==> config.mk <==
export PLATFORM = sky130hd
export DESIGN_NAME = time_entry
export DESIGN_NICKNAME = d
export VERILOG_FILES = /design/src/rtl/time_entry.sv
export SDC_FILE = /design/constraint.sdc
export NUM_CORES = 1
export LEC_CHECK = 0
export ABC_AREA = 0
export BUFFER_PORTS_ARGS = -buffer_cell sky130_fd_sc_hd__buf_4
export CELL_PAD_IN_SITES_DETAIL_PLACEMENT = 2
export CELL_PAD_IN_SITES_GLOBAL_PLACEMENT = 2
export CORE_UTILIZATION = 36
export DETAILED_ROUTE_END_ITERATION = 10
export PLACE_DENSITY = 0.91
export SYNTH_ARGS = -nofsm -noshare
export SYNTH_HDL_FRONTEND = slang
export SYNTH_SLANG_ARGS = --single-unit
==> constraint.sdc <==
create_clock -name clk -period 4.16 [get_ports clk]
set_input_delay 0.416 -clock clk [delete_from_list [all_inputs] [get_ports clk]]
set_output_delay 0.416 -clock clk [all_outputs]
set_load 0.005 [all_outputs]
==> src/rtl/time_entry.sv <==
// -----------------------------------------------------------------------------
// time_entry
//
// Cook-time entry and countdown for the microwave front panel.
//
// Keypad digits are shifted in from the right to build a BCD MM:SS value.
// A start edge launches a countdown on the 1 Hz tick, and completion is
// flagged to the door/magnetron control and display stages.
//
// Parameters
//   DIGITS    number of BCD digits held (3..6). The lowest two digits are
//             seconds; the remaining DIGITS-2 digits are minutes.
//   SEC_WRAP  seconds value (decimal) loaded when a minute is borrowed.
//
// Ports
//   clk          in   system clock, rising edge
//   rst_n        in   asynchronous active-low reset
//   digit[3:0]   in   keypad encoder digit code, 0-9 valid
//   key_valid    in   level, high while any key is held
//   clear        in   synchronous clear/abort, level-sampled
//   start        in   start request, level-sampled (edge-detected here)
//   tick         in   one-cycle 1 Hz strobe
//   time_bcd     out  current time, BCD, most significant digit first
//   entry_count  out  digits entered so far, 0..DIGITS
//   running      out  high while counting down
//   done         out  high once the countdown has reached zero
//
// Build option
//   PAUSE_EN  when defined, a start edge while running pauses the countdown
//             and a further start edge resumes it. When undefined, start
//             edges are ignored while running.
// -----------------------------------------------------------------------------
module time_entry #(
  parameter int DIGITS   = 4,
  parameter int SEC_WRAP = 59
) (
  input  logic                  clk,
  input  logic                  rst_n,
  input  logic [3:0]            digit,
  input  logic                  key_valid,
  input  logic                  clear,
  input  logic                  start,
  input  logic                  tick,
  output logic [4*DIGITS-1:0]   time_bcd,
  output logic [2:0]            entry_count,
  output logic                  running,
  output logic                  done
);

  localparam int W = 4 * DIGITS;

  // Seconds reload value split into its two BCD digits (ones in [3:0]).
  localparam logic [7:0] WRAP_BCD = {4'(SEC_WRAP / 10), 4'(SEC_WRAP % 10)};

  typedef enum logic [1:0] {
    ST_IDLE,
    ST_RUN,
    ST_DONE
`ifdef PAUSE_EN
    ,
    ST_PAUSED
`endif
  } state_t;

  state_t          state_reg;
  logic [W-1:0]    time_reg;
  logic [2:0]      count_reg;
  logic            running_reg;
  logic            done_reg;
  logic            key_q_reg;
  logic            start_q_reg;

  logic            key_press;
  logic            start_edge;
  logic            digit_ok;
  logic            entry_room;
  logic            time_nonzero;

  assign key_press    = key_valid & ~key_q_reg;
  assign start_edge   = start & ~start_q_reg;
  assign digit_ok     = (digit <= 4'd9);
  assign entry_room   = (count_reg < 3'(DIGITS));
  assign time_nonzero = (time_reg != '0);

  // ---------------------------------------------------------------------------
  // One-second BCD decrement of time_reg.
  //
  // Seconds non-zero: a normal borrow chain starting at the seconds ones digit.
  // Because the seconds field is non-zero the borrow never leaves it, so an
  // entered value such as 90 simply counts down as 89, 88, ...
  //
  // Seconds zero: the borrow chain starts at the minutes ones digit and the
  // seconds field is reloaded with SEC_WRAP.
  //
  // Each digit's borrow-in is derived from "all lower digits in the chain are
  // zero" rather than from the neighbouring digit's borrow-out, which keeps the
  // logic free of a digit-to-digit combinational chain.
  // ---------------------------------------------------------------------------
  logic [DIGITS-1:0] dig_zero;
  logic [W-1:0]      dec_bcd;
  logic              sec_nz;
  logic              dec_zero;

  assign sec_nz   = ~(dig_zero[0] & dig_zero[1]);
  assign dec_zero = (dec_bcd == '0);

  genvar gi;
  generate
    for (gi = 0; gi < DIGITS; gi++) begin : g_dig
      logic [3:0] cur;
      logic [3:0] minus1;
      logic       b_in;

      assign cur          = time_reg[4*gi +: 4];
      assign dig_zero[gi] = (cur == 4'd0);
      assign minus1       = dig_zero[gi] ? 4'd9 : (cur - 4'd1);

      if (gi == 0) begin : g_b0
        assign b_in = sec_nz;
      end else if (gi == 1) begin : g_b1
        assign b_in = sec_nz & dig_zero[0];
      end else if (gi == 2) begin : g_b2
        assign b_in = ~sec_nz;
      end else begin : g_bn
        assign b_in = ~sec_nz & (&dig_zero[gi-1:2]);
      end

      if (gi < 2) begin : g_sec
        assign dec_bcd[4*gi +: 4] = sec_nz ? (b_in ? minus1 : cur)
                                           : WRAP_BCD[4*gi +: 4];
      end else begin : g_min
        assign dec_bcd[4*gi +: 4] = b_in ? minus1 : cur;
      end
    end
  endgenerate

  // ---------------------------------------------------------------------------
  // Control: clear > start edge > key press > tick.
  // ---------------------------------------------------------------------------
  always_ff @(posedge clk or negedge rst_n) begin
    if (!rst_n) begin
      state_reg   <= ST_IDLE;
      time_reg    <= '0;
      count_reg   <= '0;
      running_reg <= 1'b0;
      done_reg    <= 1'b0;
      key_q_reg   <= 1'b0;
      start_q_reg <= 1'b0;
    end else begin
      key_q_reg   <= key_valid;
      start_q_reg <= start;

      if (clear) begin
        // Any press or tick arriving alongside clear is discarded.
        state_reg   <= ST_IDLE;
        time_reg    <= '0;
        count_reg   <= '0;
        running_reg <= 1'b0;
        done_reg    <= 1'b0;
      end else begin
        case (state_reg)
          ST_IDLE: begin
            if (start_edge) begin
              // A start edge owns the cycle; with no time entered it does nothing.
              if (time_nonzero) begin
                state_reg   <= ST_RUN;
                running_reg <= 1'b1;
              end
            end else if (key_press && digit_ok && entry_room) begin
              time_reg  <= {time_reg[W-5:0], digit};
              count_reg <= count_reg + 3'd1;
            end
          end

          ST_RUN: begin
            // A tick coinciding with a start edge is still applied.
            if (tick) begin
              time_reg <= dec_bcd;
            end
            if (tick && dec_zero) begin
              state_reg   <= ST_DONE;
              running_reg <= 1'b0;
              done_reg    <= 1'b1;
            end
`ifdef PAUSE_EN
            else if (start_edge) begin
              state_reg   <= ST_PAUSED;
              running_reg <= 1'b0;
            end
`endif
          end

`ifdef PAUSE_EN
          ST_PAUSED: begin
            // Time is frozen; only a start edge (or clear/reset) leaves.
            if (start_edge) begin
              state_reg   <= ST_RUN;
              running_reg <= 1'b1;
            end
          end
`endif

          ST_DONE: begin
            // Held until clear or reset.
            done_reg <= 1'b1;
          end

          default: begin
            state_reg   <= ST_IDLE;
            running_reg <= 1'b0;
            done_reg    <= 1'b0;
          end
        endcase
      end
    end
  end

  assign time_bcd    = time_reg;
  assign entry_count = count_reg;
  assign running     = running_reg;
  assign done        = done_reg;

endmodule

== After elaboration in Yosys (flattened, before gate mapping) ==
Index checks and enable logic that the tools add are counted.

* Bits in registers: 25
* Bits of input ports: 10
* Output and inout bits: 21
* Word-level logic and storage cells: 81

* $add $sub $neg: 5
* $lt $le $gt $ge: 2
* Equal/unequal tests: 11
* Mux-type cells: 31
* Bitwise logic cells: 8
* Reduce and logical (&&, ||, !) cells: 17

{| class="wikitable"
|+ Operators with widths
! cell !! count
|-
| 2-to-1 mux 16 bit || 4
|-
| 2-to-1 mux 4 bit || 9
|-
| case mux 16 bit (2 select lines) || 1
|-
| inequality test 3 bit, second input constant || 6
|-
| logical NOT 16 bit || 1
|-
| logical NOT 4 bit || 4
|-
| nonzero test 16 bit || 1
|-
| subtractor 4 x 1 -> 4 bit, second input constant || 4
|-
| 2-to-1 mux 3 bit || 4
|-
| 2-to-1 mux 2 bit || 4
|-
| AND reduction 4 bit || 2
|-
| 2-to-1 mux 1 bit || 6
|-
| inequality test 2 bit, second input constant || 3
|-
| case mux 1 bit (3 select lines) || 2
|-
| case mux 2 bit (3 select lines) || 1
|-
| AND 1 bit || 5
|-
| <= comparator 4 bit, second input constant || 1
|-
| nonzero test 2 bit || 2
|-
| adder 3 x 1 -> 3 bit, second input constant || 1
|-
| logical AND 1 bit || 3
|-
| less-than comparator 3 bit, second input constant || 1
|-
| NOT 1 bit || 3
|-
| AND reduction 3 bit || 1
|-
| nonzero test 3 bit || 1
|-
| 4 further kinds || 4
|}

== Longest topological paths before layout ==
Gate-level depths: netlist (run 1).

* Depth in word-level cells: 11
* Mapped depth: 9

== Least setup slack after synthesis (run 1) ==
Ideal clock, no wire load.

* Path type: reg-to-reg
* Start: register time_reg[1] (netlist: time_bcd[1])
* End: register state_reg[0]
* Library setup time: 126 ps
* Arrival: 2401 ps
* Required time: 4034 ps
* Setup slack: 1633 ps
* Stages on the path, launching flop included: 9
* Period minus slack after synthesis: 2527 ps
* Cell sequence: dfrtp_1 buf_6 or4_1 buf_6 nor4_4 o211ai_2 o41ai_4 nor3_2 a311o_1

* Word-level cells in the longest chain between the ends: 10
* Elaborated cells between the ends (all ways): 18
* Classes of those cells: add/sub (1); eq/ne (2); mux (6); bitwise (4); reduce/logical (5)

{| class="wikitable"
|+ Ends and longest elaborated chain
! item !! RTL line !! source
|-
| start: declaration || 66 || <nowiki>logic [W-1:0] time_reg;</nowiki>
|-
| start signal: assignment || 170 || <nowiki>time_reg <= {time_reg[W-5:0], digit};</nowiki>
|-
| parallel branches: the longest is 9 deep, another holds subtractor 4 x 1 -> 4 bit || - ||
|-
| AND reduction 4 bit (no source line) * || - ||
|-
| end signal: assignment || 142 || <nowiki>state_reg <= ST_IDLE;</nowiki>
|-
| end signal: assignment || 181 || <nowiki>state_reg <= ST_DONE;</nowiki>
|-
| end signal: assignment || 209 || <nowiki>state_reg <= ST_IDLE;</nowiki>
|-
| end: declaration || 65 || <nowiki>state_t state_reg;</nowiki>
|}

Mark *: on every way between the ends.
A chain may end at the register's enable or synchronous reset.

== Final worst setup path (run 1) ==
* Start: register time_reg[4] (netlist: time_bcd[4])
* End: register state_reg[0]

* Word-level cells in the longest chain between the ends: 10
* Elaborated cells between the ends (all ways): 18
* Classes of those cells: add/sub (1); eq/ne (2); mux (6); bitwise (4); reduce/logical (5)

{| class="wikitable"
|+ Ends and longest elaborated chain
! item
|-
| parallel branches: the longest is 9 deep, another holds subtractor 4 x 1 -> 4 bit
|-
| AND reduction 4 bit (no source line) *
|}

Marked as above.

==> results.md, run 1 <==
* Critical path class: reg -> reg
* CTS Hold Bufs at 0
* Leakage at 0.917 nW
* Largest cells by area after synthesis: dfrtp_1 (34%), nor2_1 (5.7%), a21oi_1 (5.4%)
* Die Ht at 73.6 µm
* Syn_area_per_cell at 8.53 µm²
* Final Max Slew Viols at 0
* Total power at 1.46 mW
* Mapped Cells at 216
* Detailed Routing Iterations Pass 1 at 4
* PortBufs at 30
* Post-DP HPWL at 4.36 mm
* Peak supply drop at 0.206 mV
* TritonCTS clock tree: done
* Max reg flops at 16
* Synth top area share at 0.339
* Post-Synthesis Cell Area at 1840 µm²
* Final ANT Viol Nets at 0
* Placed insts at 300
* CP arrival at 3.22 ns
* Setup crit end kind: flop
* Worst-Margin Slew at 0.611 ns
* Min-delay worst type: in -> async
* Fill count at 592
* Relative slew slack at 0.590
* Setup WS post-layout at 1.10 ns
* Clock transition at path regs at 0.10 ns
* Clock Tree Root: clkbuf_8
* Area of the multi-input gates at 1060 µm²
* Pin count of the biggest net entering global routing at 26
* Ant diodes at 0
* Number of vias per cell at 5.87
* Synthesized netlist net count at 233
* Critical Path RT at 4.32 ns
* Worst-path maximum fanout at 11
* Max Clock Freq at 0.327 GHz
* Dominant synthesized flop cell: dfrtp_1
* WL/cell at 19.8 µm
* Initial antenna violation count at 0
* Routed wire length at 6.02 mm
* # rows at 25
* MaxCap Viol Count at 0
* Post-CTS Setup Inserts at 0
* Post-synth cell types at 53
* Ys Warns at 0
* Top-count cell post-synth: nor2_1
* RD Place Congestion at 0.868
* Worst setup SP type: flop
* DR iter-0 viols at 88
* Placeable Area at 4820 µm²
* Total negative slack at 0 ns
* Vias in the first global route at 1844
* Fraction of layout cells with a size suffix above 1 at 0.211
* Nets at 255
* Htree depth at 1
* Crit share post-route at 0.735
* Grt ovf at 0
* Pwr dens at 693 nW/µm²
* Place WS at 1.16 ns
* Boundary Pins at 31
* Vias at 1785
* Post-synth ARST share at 1.00
* Layout Cells excl Fill at 304
* Initial Util at 0.383
* Area grow syn2layout at 14.2%
* Seq/Total Area, Yosys at 0.339
* Cts bufs inserted at 3
* # clock sinks at 25
* Status: finished clean
* Total GRT Usage at 0.239
* Top cell type by total area after synthesis: dfrtp_1
* Die area at 5410 µm²
* # resized after CTS at 0
* Count of state elements after synthesis at 25
* Setup violations, final at 0
* First-pass GRT wire length at 9.81 mm
* Register area at 626 µm²
* Clock insertion delay at the later pin of the skew report at 0.28 ns
* Unrepaired setup endpoints after global routing: no
* Fin. Hold Viols at 0
* Post-synth EDFFs at 0
* Minimum clock period at 3.06 ns
* Post-synth top cells: nor2_1 (28), dfrtp_1 (25), a21oi_1 (20)
* DRC at 0
* Die X-Extent at 73.6 µm
* Skew final at 0.00499 ns
* Bufs on Longest Clock Path at 2
-- layout by cell type (no fill, tap or decap), types with 2 or more instances in the layout --
master	instances
a211oi_1	4
a21oi_1	20
a221oi_1	2
a22oi_1	2
a311oi_1	2
buf_4	33
clkbuf_8	3
dfrtp_1	25
ha_1	7
inv_1	11
nand2_1	16
nand3_1	9
nand4_1	5
nor2_1	28
nor2b_1	3
nor3_1	9
nor4_1	5
nor4_4	2
o211ai_1	2
o21ai_0	13
o22a_1	2
o2bb2ai_1	2
o41ai_4	2
or3_1	2
or4_1	2
-- report_power, final --
group | total (mW) | switching (mW) | internal, mW
sequential | 0.412 | 0.119 | 0.292
combinational | 0.889 | 0.547 | 0.342
clock | 0.158 | 0.0910 | 0.0673
-- metal layers --
metal	global-route usage	up-vias	part of all wire
met2	0.407	36	0.50
li1	-	832	-
met4	0.0791	0	0.023
met1	0.314	901	0.45
met3	0.0288	16	0.024
met5	0	-	0
-- worst paths after layout --
path | from | to | slack [ns] | depth (start not counted)
max reg2reg | time_bcd[4]$_DFFE_PN0P_ | state_reg[0]$_DFFE_PN0P_ | 1.10 | 8
max in group asynchronous | rst_n | time_bcd[4]$_DFFE_PN0P_ | 3.86 | 1
min in group clk | key_valid | key_q_reg$_DFF_PN0_ | 0.25 | 1
min reg2reg | entry_count[1]$_DFFE_PN0P_ | entry_count[1]$_DFFE_PN0P_ | 0.56 | 2
max | time_bcd[4]$_DFFE_PN0P_ | state_reg[0]$_DFFE_PN0P_ | 1.10 | 8
min | rst_n | done$_DFFE_PN0P_ | 0.04 | 1
-- layout make-up --
cell class / instances / share of cell area
Inverter: 12 / 0.0214
Tap cell: 67 / 0.0398
Clock buffer: 3 / 0.0196
Sequential cell: 25 / 0.297
Multi-Input combinational cell: 163 / 0.502
Timing Repair Buffer: 33 / 0.118
Clock inverter: 1 / 0.00238
-- worst max-delay path: stages (launching register included) --
cell and delay, ns:
dfrtp_1 0.55, inv_1 0.15, ha_1 0.24, or3b_2 0.53
nor2_4 0.18, a311oi_1 0.16, nor3_1 0.48, and2b_2 0.30
a311o_1 0.36
-- cell families after synthesis --
group	share of synthesized area
AOI/OAI and AO/OA	0.244
and+or+nand+nor	0.260
muxes	0.0115
adders and majority gates	0.0475
buffers and inverters	0.0876
xor gates and xnor gates	0.00951
DFF	0.339
-- through the flow --
step,hold slack [ns],util,instance area (µm²)
final,0.0380,0.437,2100
after global placement,0.352,0.427,2060
after floorplan,0.120,-,1840
after global routing,0.0548,0.437,2100
after detailed placement,0.358,0.427,2060
after CTS,0.0505,0.437,2100
Note: power is estimated with default switching activity, not from simulation.
==> inputs of run 2 (changes only) <==
--- a/config.mk
+++ b/config.mk
@@ -9,9 +9,9 @@
 export BUFFER_PORTS_ARGS = -buffer_cell sky130_fd_sc_hd__buf_4
 export CELL_PAD_IN_SITES_DETAIL_PLACEMENT = 2
 export CELL_PAD_IN_SITES_GLOBAL_PLACEMENT = 2
-export CORE_UTILIZATION = 36
+export CORE_UTILIZATION = 33
 export DETAILED_ROUTE_END_ITERATION = 10
-export PLACE_DENSITY = 0.91
+export PLACE_DENSITY = 0.85
 export SYNTH_ARGS = -nofsm -noshare
 export SYNTH_HDL_FRONTEND = slang
 export SYNTH_SLANG_ARGS = --single-unit
==> constraint.sdc (replaced) <==
create_clock -name clk -period 3.1 [get_ports clk]
set_input_delay 0.31 -clock clk [delete_from_list [all_inputs] [get_ports clk]]
set_output_delay 0.31 -clock clk [all_outputs]
set_load 0.005 [all_outputs]
==> results.md, run 2 (synthesis gave the netlist of run 1 again) <==
* Status: finished clean (unchanged)
* Reg-to-reg slack, setup at 0.30 ns (was 1.10 ns)
* # resized after CTS at 0 (unchanged)
* Minimum clock period at 2.80 ns (was 3.06 ns)
* Total negative slack at 0 ns (unchanged)
* CP arrival at 2.97 ns (was 3.22 ns)
* Fin. Hold Viols at 0 (unchanged)
* Bufs on Longest Clock Path at 2 (unchanged)
* Worst path max stage delay at 0.77 ns (was 0.55 ns)
* Top delay family on crit path: simple AND/OR/NAND/NOR gates (unchanged)
* Int Pwr at 0.975 mW (was 0.702 mW)
* Critical Path Start: time_bcd[0]$_DFFE_PN0P_ (was time_bcd[4]$_DFFE_PN0P_)
* Worst-Margin Slew at 0.643 ns (was 0.611 ns)
* Final Max Slew Viols at 0 (unchanged)
* Fraction of layout cells with a size suffix above 1 at 0.222 (was 0.211)
* Initial Util at 0.352 (was 0.383)
* Setup violations, final at 0 (unchanged)
* Pin count of the biggest net entering global routing at 26 (unchanged)
* Number of vias per cell at 5.63 (was 5.87)
* CP Cell Sequence: or4_1, nor4_4, o211ai_2, o41ai_4, nor3_2, a311o_1 (was inv_1, ha_1, or3b_2, nor2_4, a311oi_1, nor3_1, and2b_2, a311o_1)
* Skew final at 0.00755 ns (was 0.00499 ns)
* Vias in the first global route at 1917 (was 1844)
* Routed wire length at 5.85 mm (was 6.02 mm)
* Cts bufs inserted at 3 (unchanged)
* First-pass GRT wire length at 9.80 mm (was 9.81 mm)
* Die area at 5890 µm² (was 5410 µm²)
* Vias at 1762 (was 1785)
* Pwr dens at 908 nW/µm² (was 693 nW/µm²)
* Peak supply drop at 0.377 mV (was 0.206 mV)
* Buf+Inv Stages, Crit Path at 0 (was 1)
* Unrepaired setup endpoints after global routing: no (unchanged)
* Placed insts at 308 (was 300)
* Htree depth at 1 (unchanged)
* # rows at 26 (was 25)
* Post-DP HPWL at 4.30 mm (was 4.36 mm)
* MaxCap Viol Count at 0 (unchanged)
* TritonCTS clock tree: done (unchanged)
* Grt ovf at 0 (unchanged)
* Setup crit end kind: flop (unchanged)
* Max Clock Freq at 0.357 GHz (was 0.327 GHz)
* # clock sinks at 25 (unchanged)
* Leakage at 0.945 nW (was 0.917 nW)
* Area grow syn2layout at 16.9% (was 14.2%)
* WL/cell at 18.7 µm (was 19.8 µm)
* Hold Startpoint: start
* Reg-to-Reg Start: time_bcd[0]$_DFFE_PN0P_ (was time_bcd[4]$_DFFE_PN0P_)
* Final ANT Viol Nets at 0 (unchanged)
* Detailed Routing Iterations Pass 1 at 4 (unchanged)
* Sw Pwr at 0.980 mW (was 0.757 mW)
* DR iter-0 viols at 62 (was 88)
* Switch share at 0.501 (was 0.519)
* Total GRT Usage at 0.209 (was 0.239)
* Clock Tree Root: clkbuf_8 (unchanged)
* Commonest non-fill, non-tap cell in the layout: buf_4 (unchanged)
* Fill count at 592 (unchanged)
* Clock insertion delay at the later pin of the skew report at 0.28 ns (about the same)
* Clock transition at path regs at 0.09 ns (was 0.10 ns)
* PortBufs at 30 (unchanged)
* Worst setup SP type: flop (unchanged)
* Comb pwr share at 0.638 (was 0.609)
* Max reg flops at 16 (unchanged)
* Most frequent cells in the layout: buf_4 (38), nor2_1 (28), dfrtp_1 (25), a21oi_1 (20), nand2_1 (16) (was buf_4 (33), nor2_1 (28), dfrtp_1 (25), a21oi_1 (20), nand2_1 (16))
* Critical Path RT at 3.26 ns (was 4.32 ns)
* Register area at 626 µm² (unchanged)
* Worst-path maximum fanout at 9 (was 11)
* Design Area, Final at 2150 µm² (was 2100 µm²)
* Total power at 1.96 mW (was 1.46 mW)
* Worst R2R End: state_reg[0]$_DFFE_PN0P_ (unchanged)
* Hold Path Depth at 1
* WHS Endpoint: start_q_reg$_DFF_PN0_
* Boundary Pins at 31 (unchanged)
* Critical path class: reg -> reg (unchanged)
* Layout Cells excl Fill at 313 (was 304)
* Relative slew slack at 0.571 (was 0.590)
* DRC at 0 (unchanged)
* Crit-path slowest cell: or4_1 (was dfrtp_1)
* Part of the power in registers at 0.259 (was 0.282)
* Place WS at 0.307 ns (was 1.16 ns)
* Min-delay worst type: in -> reg (was in -> async)
* Ant diodes at 0 (unchanged)
* Register-to-Register Path Depth at 6 (was 8)
* Die X-Extent at 76.7 µm (was 73.6 µm)
* Nets at 261 (was 255)
* Setup WS post-layout at 0.295 ns (was 1.10 ns)
* Die Ht at 76.7 µm (was 73.6 µm)
* Initial antenna violation count at 0 (unchanged)
* Placeable Area at 5240 µm² (was 4820 µm²)
* RD Place Congestion at 0.821 (was 0.868)
* Crit share post-route at 0.905 (was 0.735)
* Clk network pwr share at 0.104 (was 0.108)
* Post-Place Cell Area at 2100 µm² (was 2060 µm²)
* Area of the multi-input gates at 1060 µm² (unchanged)
run 2: cell count changes in the layout (fill, tap and decap cells not counted):
cell	before	now
clkinv_2	1	0
clkbuf_1	0	1
dlygate4sd3_1	0	1
buf_4	33	38
run 2: what timing repair did:
| action | 4_1_cts | 5_1_grt |
|---|---|---|
| hold endpoints to repair | 25 | 0 |
| setup buffers | 0 | 0 |
| hold buffers | 1 | 0 |
run 2: routing by layer:
metal / track usage / wire length, µm
met5: 0 / 0
met4: 0.0404 / 67
met3: 0.0369 / 189
met1: 0.256 / 2620
met2: 0.381 / 2970
run 2: worst max-delay path by stage:
| stage | slack, ns | endpoint | depth (start not counted) |
|---|---|---|---|
| after global placement | 0.40 | state_reg[0]$_DFFE_PN0P_ | 6 |
| after detailed placement | 0.31 | state_reg[0]$_DFFE_PN0P_ | 6 |
| final | 0.30 | state_reg[0]$_DFFE_PN0P_ | 6 |
| after CTS | 0.29 | state_reg[0]$_DFFE_PN0P_ | 6 |
| after floorplan | 0.57 | state_reg[0]$_DFFE_PN0P_ | 8 |
| after global routing | 0.11 | time_bcd[8]$_DFFE_PN0P_ | 8 |
run 2: worst reg2reg max path, stage by stage (launching register included):
cell,delay [ns]
dfrtp_1,0.50
or4_1,0.77
nor4_4,0.34
o211ai_2,0.16
o41ai_4,0.53
nor3_2,0.07
a311o_1,0.32
run 2: power by group through the flow:
stage	registers, mW	logic, mW	clock network (mW)
6_report	0.506	1.25	0.203
3_5_place_dp	0.513	1.25	0
3_3_place_gp	0.512	1.21	0
2_1_floorplan	0.474	0.926	0
5_1_grt	0.521	1.38	0.221
4_1_cts	0.507	1.26	0.225
run 2: cell type report:
class | instances | area share
multi-input cells | 163 | 0.490
repair buffers | 39 | 0.137
clock buffers | 4 | 0.0209
inverters | 12 | 0.0209
well taps | 70 | 0.0407
flip-flops and latches | 25 | 0.290
run 2: per-stage QoR:
| stage | hold slack [ns] | util |
|---|---|---|
| after floorplan | 0.0144 | - |
| after global placement | 0.245 | 0.401 |
| after detailed placement | 0.247 | 0.401 |
| after CTS | 0.130 | 0.411 |
| after global routing | 0.136 | 0.411 |
| final | 0.148 | 0.411 |
==> inputs of run 3 (changes only) <==
--- a/config.mk
+++ b/config.mk
@@ -10,6 +10,7 @@
 export CELL_PAD_IN_SITES_DETAIL_PLACEMENT = 2
 export CELL_PAD_IN_SITES_GLOBAL_PLACEMENT = 2
 export CORE_UTILIZATION = 33
+export CTS_CLUSTER_DIAMETER = 30
 export DETAILED_ROUTE_END_ITERATION = 10
 export PLACE_DENSITY = 0.85
 export SYNTH_ARGS = -nofsm -noshare
==> constraint.sdc (replaced) <==
create_clock -name clk -period 2.6 [get_ports clk]
set_input_delay 0.26 -clock clk [delete_from_list [all_inputs] [get_ports clk]]
set_output_delay 0.26 -clock clk [all_outputs]
set_load 0.005 [all_outputs]
==> results.md, run 3 (synthesis gave the netlist of run 1 again) <==
* Status: finished clean (unchanged)
* # rows at 26 (unchanged)
* Crit-path slowest cell: o41ai_4 (was or4_1)
* Register area at 626 µm² (unchanged)
* MaxCap Viol Count at 0 (unchanged)
* RD Place Congestion at 0.800 (was 0.821)
* Int Pwr at 1.28 mW (was 0.975 mW)
* Pin count of the biggest net entering global routing at 26 (unchanged)
* Total power at 2.52 mW (was 1.96 mW)
* Switch share at 0.492 (was 0.501)
* Worst path max stage delay at 0.55 ns (was 0.77 ns)
* CP arrival at 2.67 ns (was 2.97 ns)
* Leakage at 1.00 nW (was 0.945 nW)
* Post-CTS Setup Inserts at 0 (unchanged)
* Min-delay worst type: in -> reg (unchanged)
* Placed insts at 318 (was 308)
* DRC at 0 (unchanged)
* Clock Tree Root: clkbuf_8 (unchanged)
* Initial antenna violation count at 0 (unchanged)
* Buf+Inv Stages, Crit Path at 0 (unchanged)
* Worst-path maximum fanout at 6 (was 9)
* Part of the power in registers at 0.229 (was 0.259)
* Die area at 5890 µm² (unchanged)
* WL/cell at 18.9 µm (was 18.7 µm)
* Crit share post-route at 0.961 (was 0.905)
* Fraction of layout cells with a size suffix above 1 at 0.269 (was 0.222)
* Commonest non-fill, non-tap cell in the layout: buf_4 (unchanged)
* Peak supply drop at 0.341 mV (was 0.377 mV)
* # clock sinks at 25 (unchanged)
* Boundary Pins at 31 (unchanged)
* Skew final at 0.00195 ns (was 0.00755 ns)
* Max reg flops at 16 (unchanged)
* Routed wire length at 6.11 mm (was 5.85 mm)
* PortBufs at 30 (unchanged)
* Design Area, Final at 2250 µm² (was 2150 µm²)
* Total GRT Usage at 0.222 (was 0.209)
* Total negative slack at 0 ns (unchanged)
* Nets at 271 (was 261)
* Clock insertion delay at the later pin of the skew report at 0.28 ns (about the same)
* Critical Path RT at 2.77 ns (was 3.26 ns)
* Vias at 1836 (was 1762)
* Setup crit end kind: flop (unchanged)
* Layout Utilization at 0.429 (was 0.411)
* TritonCTS clock tree: done (unchanged)
* Area of the multi-input gates at 1070 µm² (was 1060 µm²)
* Fill count at 598 (was 592)
* Vias in the first global route at 1986 (was 1917)
* Bufs on Longest Clock Path at 2 (unchanged)
* Sw Pwr at 1.24 mW (was 0.980 mW)
* Cts bufs inserted at 3 (unchanged)
* Placeable Area at 5240 µm² (unchanged)
* Detailed Routing Iterations Pass 1 at 4 (unchanged)
* Clock transition at path regs at 0.09 ns (about the same)
* Worst hold slack at 0.0932 ns (was 0.148 ns)
* First-pass GRT wire length at 10.3 mm (was 9.80 mm)
* Clk network pwr share at 0.097 (was 0.104)
* Initial Util at 0.352 (unchanged)
* Most frequent cells in the layout: buf_4 (48), nor2_1 (28), dfrtp_1 (25), a21oi_1 (20), nand2_1 (16) (was buf_4 (38), nor2_1 (28), dfrtp_1 (25), a21oi_1 (20), nand2_1 (16))
* Final ANT Viol Nets at 0 (unchanged)
* Htree depth at 1 (unchanged)
* Ant diodes at 0 (unchanged)
* Top delay family on crit path: simple AND/OR/NAND/NOR gates (unchanged)
* Number of vias per cell at 5.68 (was 5.63)
* Grt ovf at 0 (unchanged)
* Die Ht at 76.7 µm (unchanged)
* CP Cell Sequence: or4_1, nor2_1, nand4_1, o41ai_4, nor3_2, a311o_1 (was or4_1, nor4_4, o211ai_2, o41ai_4, nor3_2, a311o_1)
* Worst-Margin Slew at 0.667 ns (was 0.643 ns)
* Final Max Slew Viols at 0 (unchanged)
* Die X-Extent at 76.7 µm (unchanged)
* Area grow syn2layout at 22.0% (was 16.9%)
* Layout Cells excl Fill at 323 (was 313)
* Pwr dens at 1120 nW/µm² (was 908 nW/µm²)
* Post-DP HPWL at 4.45 mm (was 4.30 mm)
* Max Clock Freq at 0.400 GHz (was 0.357 GHz)
* Post-Place Cell Area at 2170 µm² (was 2100 µm²)
* Fin. Hold Viols at 0 (unchanged)
* Comb pwr share at 0.674 (was 0.638)
* Place WS at -0.0799 ns (was 0.307 ns)
* Setup violations, final at 0 (unchanged)
* Critical path class: reg -> reg (unchanged)
* Setup WS post-layout at 0.102 ns (was 0.295 ns)
* Relative slew slack at 0.555 (was 0.571)
* DR iter-0 viols at 55 (was 62)
* Minimum clock period at 2.50 ns (was 2.80 ns)
* Worst setup SP type: flop (unchanged)
[run 3: cell count changes in the layout (fill, tap and decap cells not counted), sizes merged]
cell / before / now
buf: 38 / 48
clkbuf: 4 / 3
clkinv: 1 / 2
[run 3: final timing paths]
| check | startpoint | to | slack, ns | depth (start not counted) |
|---|---|---|---|---|
| max reg2reg | time_bcd[14]$_DFFE_PN0P_ | state_reg[0]$_DFFE_PN0P_ | 0.10 | 6 |
| min reg2reg | entry_count[2]$_DFFE_PN0P_ | entry_count[2]$_DFFE_PN0P_ | 0.56 | 2 |
| max in group asynchronous | rst_n | time_bcd[6]$_DFFE_PN0P_ | 1.91 | 2 |
| min in group asynchronous | rst_n | time_bcd[4]$_DFFE_PN0P_ | 0.42 | 2 |
| max | time_bcd[14]$_DFFE_PN0P_ | state_reg[0]$_DFFE_PN0P_ | 0.10 | 6 |
| min | key_valid | key_q_reg$_DFF_PN0_ | 0.09 | 1 |
[run 3: area by class of cell]
cell class,instances,share of cell area
Multi-Input combinational cell,163,0.477
Sequential cell,25,0.278
Timing Repair Buffer,49,0.165
Tap cell,70,0.0390
Inverter,12,0.0200
Clock buffer,3,0.0184
Clock inverter,1,0.00223
[run 3: repair_timing]
| action | in CTS | in global routing |
|---|---|---|
| gates cloned | 0 | 0 |
| resized for setup | 1 | 3 |
| hold endpoints to repair | 25 | 0 |
| pin swaps | 0 | 1 |
| hold buffers | 1 | 0 |
| setup endpoints to repair | 3 | 2 |
[run 3: power by group through the flow]
stage | clock [mW] | combinational [mW] | sequential [mW]
2_1_floorplan | 0 | 1.10 | 0.566
3_3_place_gp | 0 | 1.61 | 0.570
3_5_place_dp | 0 | 1.66 | 0.576
4_1_cts | 0.256 | 1.69 | 0.572
5_1_grt | 0.267 | 1.86 | 0.592
6_report | 0.245 | 1.70 | 0.578
[run 3: metal layers]
layer,GRT usage,vias to the layer above,part of all wire
li1,-,860,-
met1,0.277,940,0.45
met2,0.409,31,0.51
met3,0.0262,5,0.032
met4,0.0423,0,0.0064
met5,0,-,0
